`config.mk`:
```
export PLATFORM = sky130hd
export DESIGN_NAME = c_result_writer_flat
export DESIGN_NICKNAME = d
export VERILOG_FILES = /design/src/rtl/c_result_writer_if.sv /design/src/rtl/c_result_writer.sv /design/src/flat_wrapper.sv
export SDC_FILE = /design/constraint.sdc
export NUM_CORES = 2
export LEC_CHECK = 0
export ABC_AREA = 1
export CAP_MARGIN = 20
export CORE_MARGIN = 4
export CORE_UTILIZATION = 64
export DETAILED_ROUTE_END_ITERATION = 8
export MAX_ROUTING_LAYER = met4
export PLACE_DENSITY = 0.85
export SLEW_MARGIN = 30
export SYNTH_ARGS = -nofsm -noshare
export SYNTH_HDL_FRONTEND = slang
export SYNTH_SLANG_ARGS = --single-unit
```
`constraint.sdc`:
```
create_clock -name clk -period 27.8 [get_ports clk]
set_input_delay 4.17 -clock clk [delete_from_list [all_inputs] [get_ports clk]]
set_output_delay 4.17 -clock clk [all_outputs]
set_load 0.02 [all_outputs]
```
`src/rtl/c_result_writer_if.sv`:
```
// Result-segment and C-memory write channels between the systolic array drain,
// the result writer and the memory port.
interface c_result_writer_if #(
  parameter int ARRAY_WIDTH = 16,
  parameter int DATA_WIDTH  = 16,
  parameter int ADDR_WIDTH  = 16
);
  localparam int LW = $clog2(ARRAY_WIDTH + 1);

  logic                              res_valid;
  logic                              res_ready;
  logic [ARRAY_WIDTH*DATA_WIDTH-1:0] res_data;
  logic [ADDR_WIDTH-1:0]             res_addr;
  logic [LW-1:0]                     res_len;

  logic                              mem_req;
  logic                              mem_we;
  logic [ADDR_WIDTH-1:0]             mem_addr;
  logic [DATA_WIDTH-1:0]             mem_wdata;
  logic                              mem_ack;

  modport master (
    output res_valid, res_data, res_addr, res_len, mem_ack,
    input  res_ready, mem_req, mem_we, mem_addr, mem_wdata
  );

  modport slave (
    input  res_valid, res_data, res_addr, res_len, mem_ack,
    output res_ready, mem_req, mem_we, mem_addr, mem_wdata
  );
endinterface

```
`src/rtl/c_result_writer.sv`:
```
// Buffers result-row segments in a small FIFO and serialises each element as a
// single-word write on the C memory req/ack port.
//
// state    | meaning
// ST_IDLE  | no beat in flight; pops the FIFO head (zero-length heads are dropped)
// ST_WRITE | mem_req high, issuing element idx of the working segment
module c_result_writer #(
  parameter int ARRAY_WIDTH = 16,
  parameter int DATA_WIDTH  = 16,
  parameter int ADDR_WIDTH  = 16,
  parameter int FIFO_DEPTH  = 4
) (
  input  logic                 clk,
  input  logic                 reset_n,
  c_result_writer_if.slave     bus,
  input  logic                 clear,
  output logic [31:0]          words_written,
  output logic                 idle
);
  localparam int LW = $clog2(ARRAY_WIDTH + 1);
  localparam int IW = (ARRAY_WIDTH > 1) ? $clog2(ARRAY_WIDTH) : 1;
  localparam int PW = (FIFO_DEPTH > 1) ? $clog2(FIFO_DEPTH) : 1;
  localparam int CW = PW + 1;

  typedef logic [ARRAY_WIDTH-1:0][DATA_WIDTH-1:0] row_t;
  typedef enum logic {ST_IDLE, ST_WRITE} state_t;

  row_t                  fifo_data [FIFO_DEPTH];
  logic [ADDR_WIDTH-1:0] fifo_addr [FIFO_DEPTH];
  logic [LW-1:0]         fifo_len  [FIFO_DEPTH];
  logic [PW-1:0]         wr_ptr;
  logic [PW-1:0]         rd_ptr;
  logic [CW-1:0]         count;

  state_t                state;
  row_t                  cur_row;
  logic [ADDR_WIDTH-1:0] cur_addr;
  logic [LW-1:0]         cur_len;
  logic [IW-1:0]         idx;
  logic                  req_q;
  logic [ADDR_WIDTH-1:0] addr_q;
  logic [DATA_WIDTH-1:0] wdata_q;

  logic                  push;
  logic                  pop;
  logic                  load;
  logic                  beat;
  logic                  last_elem;
  logic                  head_nz;
  logic [LW-1:0]         len_in;
  logic [IW-1:0]         idx_nxt;

  assign len_in        = (bus.res_len > LW'(ARRAY_WIDTH)) ? LW'(ARRAY_WIDTH) : bus.res_len;
  assign bus.res_ready = reset_n && (count != CW'(FIFO_DEPTH));
  assign push          = bus.res_valid && bus.res_ready;
  assign head_nz       = (count != '0) && (fifo_len[rd_ptr] != '0);
  assign beat          = req_q && bus.mem_ack;
  assign last_elem     = (LW'(idx) + LW'(1)) >= cur_len;
  assign idx_nxt       = idx + IW'(1);

  // A non-empty head chains straight into WRITE so back-to-back segments keep req high.
  always_comb begin
    load = 1'b0;
    pop  = 1'b0;
    if (state == ST_IDLE) begin
      pop  = (count != '0);
      load = head_nz;
    end else if (beat && last_elem) begin
      pop  = head_nz;
      load = head_nz;
    end
  end

  always_ff @(posedge clk) begin
    if (push) begin
      fifo_data[wr_ptr] <= bus.res_data;
      fifo_addr[wr_ptr] <= bus.res_addr;
      fifo_len[wr_ptr]  <= len_in;
    end
  end

  always_ff @(posedge clk) begin
    if (!reset_n) begin
      wr_ptr <= '0;
      rd_ptr <= '0;
      count  <= '0;
    end else begin
      if (push) wr_ptr <= wr_ptr + PW'(1);
      if (pop)  rd_ptr <= rd_ptr + PW'(1);
      case ({push, pop})
        2'b10:   count <= count + CW'(1);
        2'b01:   count <= count - CW'(1);
        default: ;
      endcase
    end
  end

  always_ff @(posedge clk) begin
    if (!reset_n) begin
      state    <= ST_IDLE;
      cur_row  <= '0;
      cur_addr <= '0;
      cur_len  <= '0;
      idx      <= '0;
      req_q    <= 1'b0;
      addr_q   <= '0;
      wdata_q  <= '0;
    end else if (load) begin
      state    <= ST_WRITE;
      cur_row  <= fifo_data[rd_ptr];
      cur_addr <= fifo_addr[rd_ptr];
      cur_len  <= fifo_len[rd_ptr];
      idx      <= '0;
      req_q    <= 1'b1;
      addr_q   <= fifo_addr[rd_ptr];
      wdata_q  <= fifo_data[rd_ptr][0];
    end else if (state == ST_WRITE && beat) begin
      if (!last_elem) begin
        idx     <= idx_nxt;
        addr_q  <= cur_addr + ADDR_WIDTH'(idx_nxt);
        wdata_q <= cur_row[idx_nxt];
      end else begin
        state <= ST_IDLE;
        req_q <= 1'b0;
      end
    end
  end

  always_ff @(posedge clk) begin
    if (!reset_n)   words_written <= '0;
    else if (clear) words_written <= '0;
    else if (beat)  words_written <= words_written + 32'd1;
  end

  assign bus.mem_req   = req_q;
  assign bus.mem_we    = req_q;
  assign bus.mem_addr  = addr_q;
  assign bus.mem_wdata = wdata_q;
  assign idle          = (state == ST_IDLE) && (count == '0);
endmodule

```
`src/flat_wrapper.sv`:
```
// flat-port wrapper written by rule: the top's interface ports become plain ports
module c_result_writer_flat 
#(
  parameter int ARRAY_WIDTH = 16,
  parameter int DATA_WIDTH  = 16,
  parameter int ADDR_WIDTH  = 16,
  parameter int FIFO_DEPTH  = 4
)
  (clk, reset_n, clear, words_written, idle, bus_res_valid, bus_res_data, bus_res_addr, bus_res_len, bus_mem_ack, bus_res_ready, bus_mem_req, bus_mem_we, bus_mem_addr, bus_mem_wdata);
  c_result_writer_if #(.ARRAY_WIDTH(ARRAY_WIDTH), .DATA_WIDTH(DATA_WIDTH), .ADDR_WIDTH(ADDR_WIDTH)) bus_i ();
  input  logic clk;
  input  logic reset_n;
  input  logic clear;
  output logic [31:0] words_written;
  output logic idle;
  input wire logic [$bits(bus_i.res_valid)-1:0] bus_res_valid;
  input wire logic [$bits(bus_i.res_data)-1:0] bus_res_data;
  input wire logic [$bits(bus_i.res_addr)-1:0] bus_res_addr;
  input wire logic [$bits(bus_i.res_len)-1:0] bus_res_len;
  input wire logic [$bits(bus_i.mem_ack)-1:0] bus_mem_ack;
  output wire logic [$bits(bus_i.res_ready)-1:0] bus_res_ready;
  output wire logic [$bits(bus_i.mem_req)-1:0] bus_mem_req;
  output wire logic [$bits(bus_i.mem_we)-1:0] bus_mem_we;
  output wire logic [$bits(bus_i.mem_addr)-1:0] bus_mem_addr;
  output wire logic [$bits(bus_i.mem_wdata)-1:0] bus_mem_wdata;
  assign bus_i.res_valid = bus_res_valid;
  assign bus_i.res_data = bus_res_data;
  assign bus_i.res_addr = bus_res_addr;
  assign bus_i.res_len = bus_res_len;
  assign bus_i.mem_ack = bus_mem_ack;
  assign bus_res_ready = bus_i.res_ready;
  assign bus_mem_req = bus_i.mem_req;
  assign bus_mem_we = bus_i.mem_we;
  assign bus_mem_addr = bus_i.mem_addr;
  assign bus_mem_wdata = bus_i.mem_wdata;
  c_result_writer #(.ARRAY_WIDTH(ARRAY_WIDTH), .DATA_WIDTH(DATA_WIDTH), .ADDR_WIDTH(ADDR_WIDTH), .FIFO_DEPTH(FIFO_DEPTH)) u_core (.clk(clk), .reset_n(reset_n), .bus(bus_i), .clear(clear), .words_written(words_written), .idle(idle));
endmodule
```
==> flow_summary.json <==
{
  "status": "finished, final reports clean",
  "post_synth.cell_area_avg_um2": 11.3,
  "ys.flop_type": "sky130_fd_sc_hd__edfxtp_1",
  "maxClockFrequency_ghz": 0.101,
  "yosys_top_cell_by_area": "sky130_fd_sc_hd__edfxtp_1",
  "first_iter_violations": 6565,
  "instances_no_fill": 6603,
  "power.leakage_nw": 22.4,
  "dp.cells": 6291,
  "post_cts.resized_instances": 0,
  "synth_area_mm2": 0.0572,
  "worst_setup_slack_after_placement_ps": 17940,
  "worst_hold_stages": 2,
  "layout.nets": 5573,
  "fp.coreArea_mm2": 0.0885,
  "sequential_cell_area_mm2": 0.0404,
  "first_pass_iters": 7,
  "port_buffers": 349,
  "unrepaired_setup_endpoints_after_global_routing": "false",
  "synth.top_cells.by_count": "sky130_fd_sc_hd__edfxtp_1 (1108), sky130_fd_sc_hd__o21ai_0 (720), sky130_fd_sc_hd__nor2_1 (680), sky130_fd_sc_hd__nand2_1 (621), sky130_fd_sc_hd__dfxtp_1 (355)",
  "layout-drive-gt1-share": 0.0534,
  "share_of_synthesized_area_occupied_by_flip_flops_and_latches": 0.706,
  "regToRegEndpoint": "u_core.cur_row[57]$_SDFFE_PN0P_",
  "peakVddDrop_mv": 0.106,
  "die_width_um": 307,
  "min-delay-start": "u_core.cur_row[222]$_SDFFE_PN0P_",
  "cts-htree-levels": 4,
  "ff_latch_count_synth": 1463,
  "synthToLayoutAreaGrowth_pct": 15.7,
  "avgRoutedWirePerCell_um": 23.3,
  "total_power_mw": 6.70,
  "detailed_place_hpwl_um": 86200,
  "worst-slew-pin-transition_ps": 1100,
  "gp_congestion": 0.901,
  "floorplan.die.height_um": 307,
  "drt_wl_total_um": 154000,
  "critPathRequiredTime_ps": 23630,
  "final-hold-violation-count": 0,
  "dr_total_vias": 41600,
  "tritoncts": "built",
  "multi_input_area_mm2": 0.0146,
  "finalClockSkew_ps": 27.3,
  "hold_path_end": "u_core.cur_row[222]$_SDFFE_PN0P_",
  "yosys.cell_types.count": 35,
  "final.period_utilization": 0.357,
  "globalRoute.totalOverflow": 0,
  "finalMaxSlewViolations": 0,
  "floorplan.initialDensity": 0.646,
  "timing.max_cap.violations": 0,
  "worst_r2r_path_depth": 16,
  "fin_ws_ps": 17880,
  "crit_fanout": 47,
  "timing.reg2reg.setup_slack_ps": 20830,
  "netlist_instances": 5083,
  "power_density_mw_per_mm2": 101,
  "fin_setup_tns_ps": 0,
  "cts.clk_slew.worst_paths_ps": 60,
  "min-delay-path-class": "reg2reg",
  "synth_top_area_share": 0.582,
  "track_usage": 0.324,
  "synth_warnings": 0,
  "via_per_inst": 6.30,
  "ff_to_ff_start": "u_core.idx[0]$_SDFFE_PP0P_",
  "clock_sinks": 1463,
  "timing.critical_path.to_type": "output pin",
  "cts_max_path_buffers": 3,
  "crit_path_start_kind": "input port",
  "post-cts-setup-buffer-count": 0,
  "layout.filler_cells": 5274,
  "antenna_violating_nets_post_route": 0,
  "initial_antenna_violation_count": 39,
  "setup_viol_count_final": 0,
  "worstPathArrival_ps": 5750,
  "worst_skew_pair.late_latency_ps": 740,
  "worstSetupPathType": "in2out",
  "grt_pass1_wl_um": 228000,
  "drc": 0,
  "finalCriticalPeriod_ps": 9920,
  "cts-hold-fix-buffers": 0,
  "floorplan.rows": 109,
  "synth_edf_count": 1108,
  "num_io_pins": 350,
  "cts_root_buf": "sky130_fd_sc_hd__clkbuf_16",
  "synth_most_common_cell": "sky130_fd_sc_hd__edfxtp_1",
  "async_reset_ff_frac": 0,
  "first_global_vias": 39100,
  "synth_fp_nets": 5383,
  "netlist_top_cells_area": "sky130_fd_sc_hd__edfxtp_1 (58%), sky130_fd_sc_hd__dfxtp_1 (12%), sky130_fd_sc_hd__o21ai_0 (6.3%)",
  "grt_max_degree": 226,
  "numCtsBuffers": 143,
  "die_area_mm2": 0.0942,
  "max-slew-margin-rel": 0.267
}
==> cell type report <==
cell class | instances | share of cell area
Antenna cell | 43 | 0.00163
Multi-Input combinational cell | 3034 | 0.220
Clock buffer | 199 | 0.0604
Sequential cell | 1463 | 0.610
Inverter | 232 | 0.0135
Tap cell | 1165 | 0.0220
Clock inverter | 68 | 0.0108
Timing Repair Buffer | 399 | 0.0610
==> placed cells by master, fill, tap and decap left out, types with 5 or more instances in the layout <==
cell type and n:
sky130_fd_sc_hd__a21oi_1 332, sky130_fd_sc_hd__buf_12 9, sky130_fd_sc_hd__buf_4 36, sky130_fd_sc_hd__bufinv_16 10, sky130_fd_sc_hd__clkbuf_1 40, sky130_fd_sc_hd__clkbuf_16 147
sky130_fd_sc_hd__clkbuf_8 12, sky130_fd_sc_hd__clkdlybuf4s50_1 348, sky130_fd_sc_hd__clkinv_1 14, sky130_fd_sc_hd__clkinv_2 28, sky130_fd_sc_hd__clkinv_4 5, sky130_fd_sc_hd__clkinv_8 9
sky130_fd_sc_hd__dfxtp_1 352, sky130_fd_sc_hd__diode_2 43, sky130_fd_sc_hd__edfxtp_1 1108, sky130_fd_sc_hd__ha_1 15, sky130_fd_sc_hd__inv_1 224, sky130_fd_sc_hd__inv_6 5
sky130_fd_sc_hd__nand2_1 620, sky130_fd_sc_hd__nand3_1 154, sky130_fd_sc_hd__nand3b_1 34, sky130_fd_sc_hd__nand4_1 40, sky130_fd_sc_hd__nor2_1 675, sky130_fd_sc_hd__nor3_1 18
sky130_fd_sc_hd__o211ai_1 64, sky130_fd_sc_hd__o21ai_0 720, sky130_fd_sc_hd__o21ai_1 20, sky130_fd_sc_hd__o22ai_1 298, sky130_fd_sc_hd__xor2_1 18
==> power by group <==
group / leakage [nW] / total (mW) / switching (mW) / internal [mW]
clock network: 2.31 / 1.92 / 0.817 / 1.11
logic: 7.12 / 2.00 / 1.42 / 0.581
registers: 13.0 / 2.78 / 0.142 / 2.64
==> sequential cells by signal, summed over array words and instances, names as in the netlist, named ones only <==
register / flops
u_core.count: 3
u_core.cur_len: 5
u_core.fifo_len: 20
u_core.fifo_data: 1024
u_core.bus.mem_wdata: 16
u_core.cur_row: 256
u_core.bus.mem_addr: 16
u_core.rd_ptr: 2
u_core.words_written: 32
u_core.wr_ptr: 2
u_core.fifo_addr: 64
u_core.idx: 4
u_core.cur_addr: 16
u_core.bus.mem_req: 1
==> how the worst max path moves through the flow <==
stage,depth (start not counted),to,slack [ps],start
finish,4,bus_res_ready,17880,reset_n
global placement,4,bus_res_ready,17930,reset_n
global route,4,bus_res_ready,17860,reset_n
floorplan,5,u_core.fifo_addr[0][0]$_DFFE_PP_,10010,reset_n
CTS,4,bus_res_ready,17920,reset_n
detailed placement,4,bus_res_ready,17940,reset_n
==> per-stage QoR <==
step            util  area (um^2)  hold WS (ps)
2_1_floorplan      -        57200           429
3_3_place_gp   0.692        61200           438
3_5_place_dp   0.692        61300           443
4_1_cts        0.746        66000           453
5_1_grt        0.747        66200           480
6_report       0.748        66200           452
==> layer usage <==
layer / vias up / GRT usage / part of all wire
met5: - / - / 0
met4: 0 / 0.145 / 0.045
met3: 393 / 0.0707 / 0.11
met2: 2598 / 0.498 / 0.48
met1: 20000 / 0.421 / 0.37
li1: 18600 / - / -
==> worst max-delay path: stages <==
cell                              delay [ps]
sky130_fd_sc_hd__buf_6                   340
sky130_fd_sc_hd__inv_6                   280
sky130_fd_sc_hd__a31oi_1                 260
sky130_fd_sc_hd__clkdlybuf4s50_1         640
==> logic make-up after synthesis <==
group	synth area share
adder cells (fa/ha/maj)	0.00420
AO/OA/AOI/OAI	0.135
XOR/XNOR	0.00337
flip-flops	0.706
buffers and inverters	0.0405
AND/OR/NAND/NOR	0.110
Note: power is estimated with default switching activity, not from simulation.
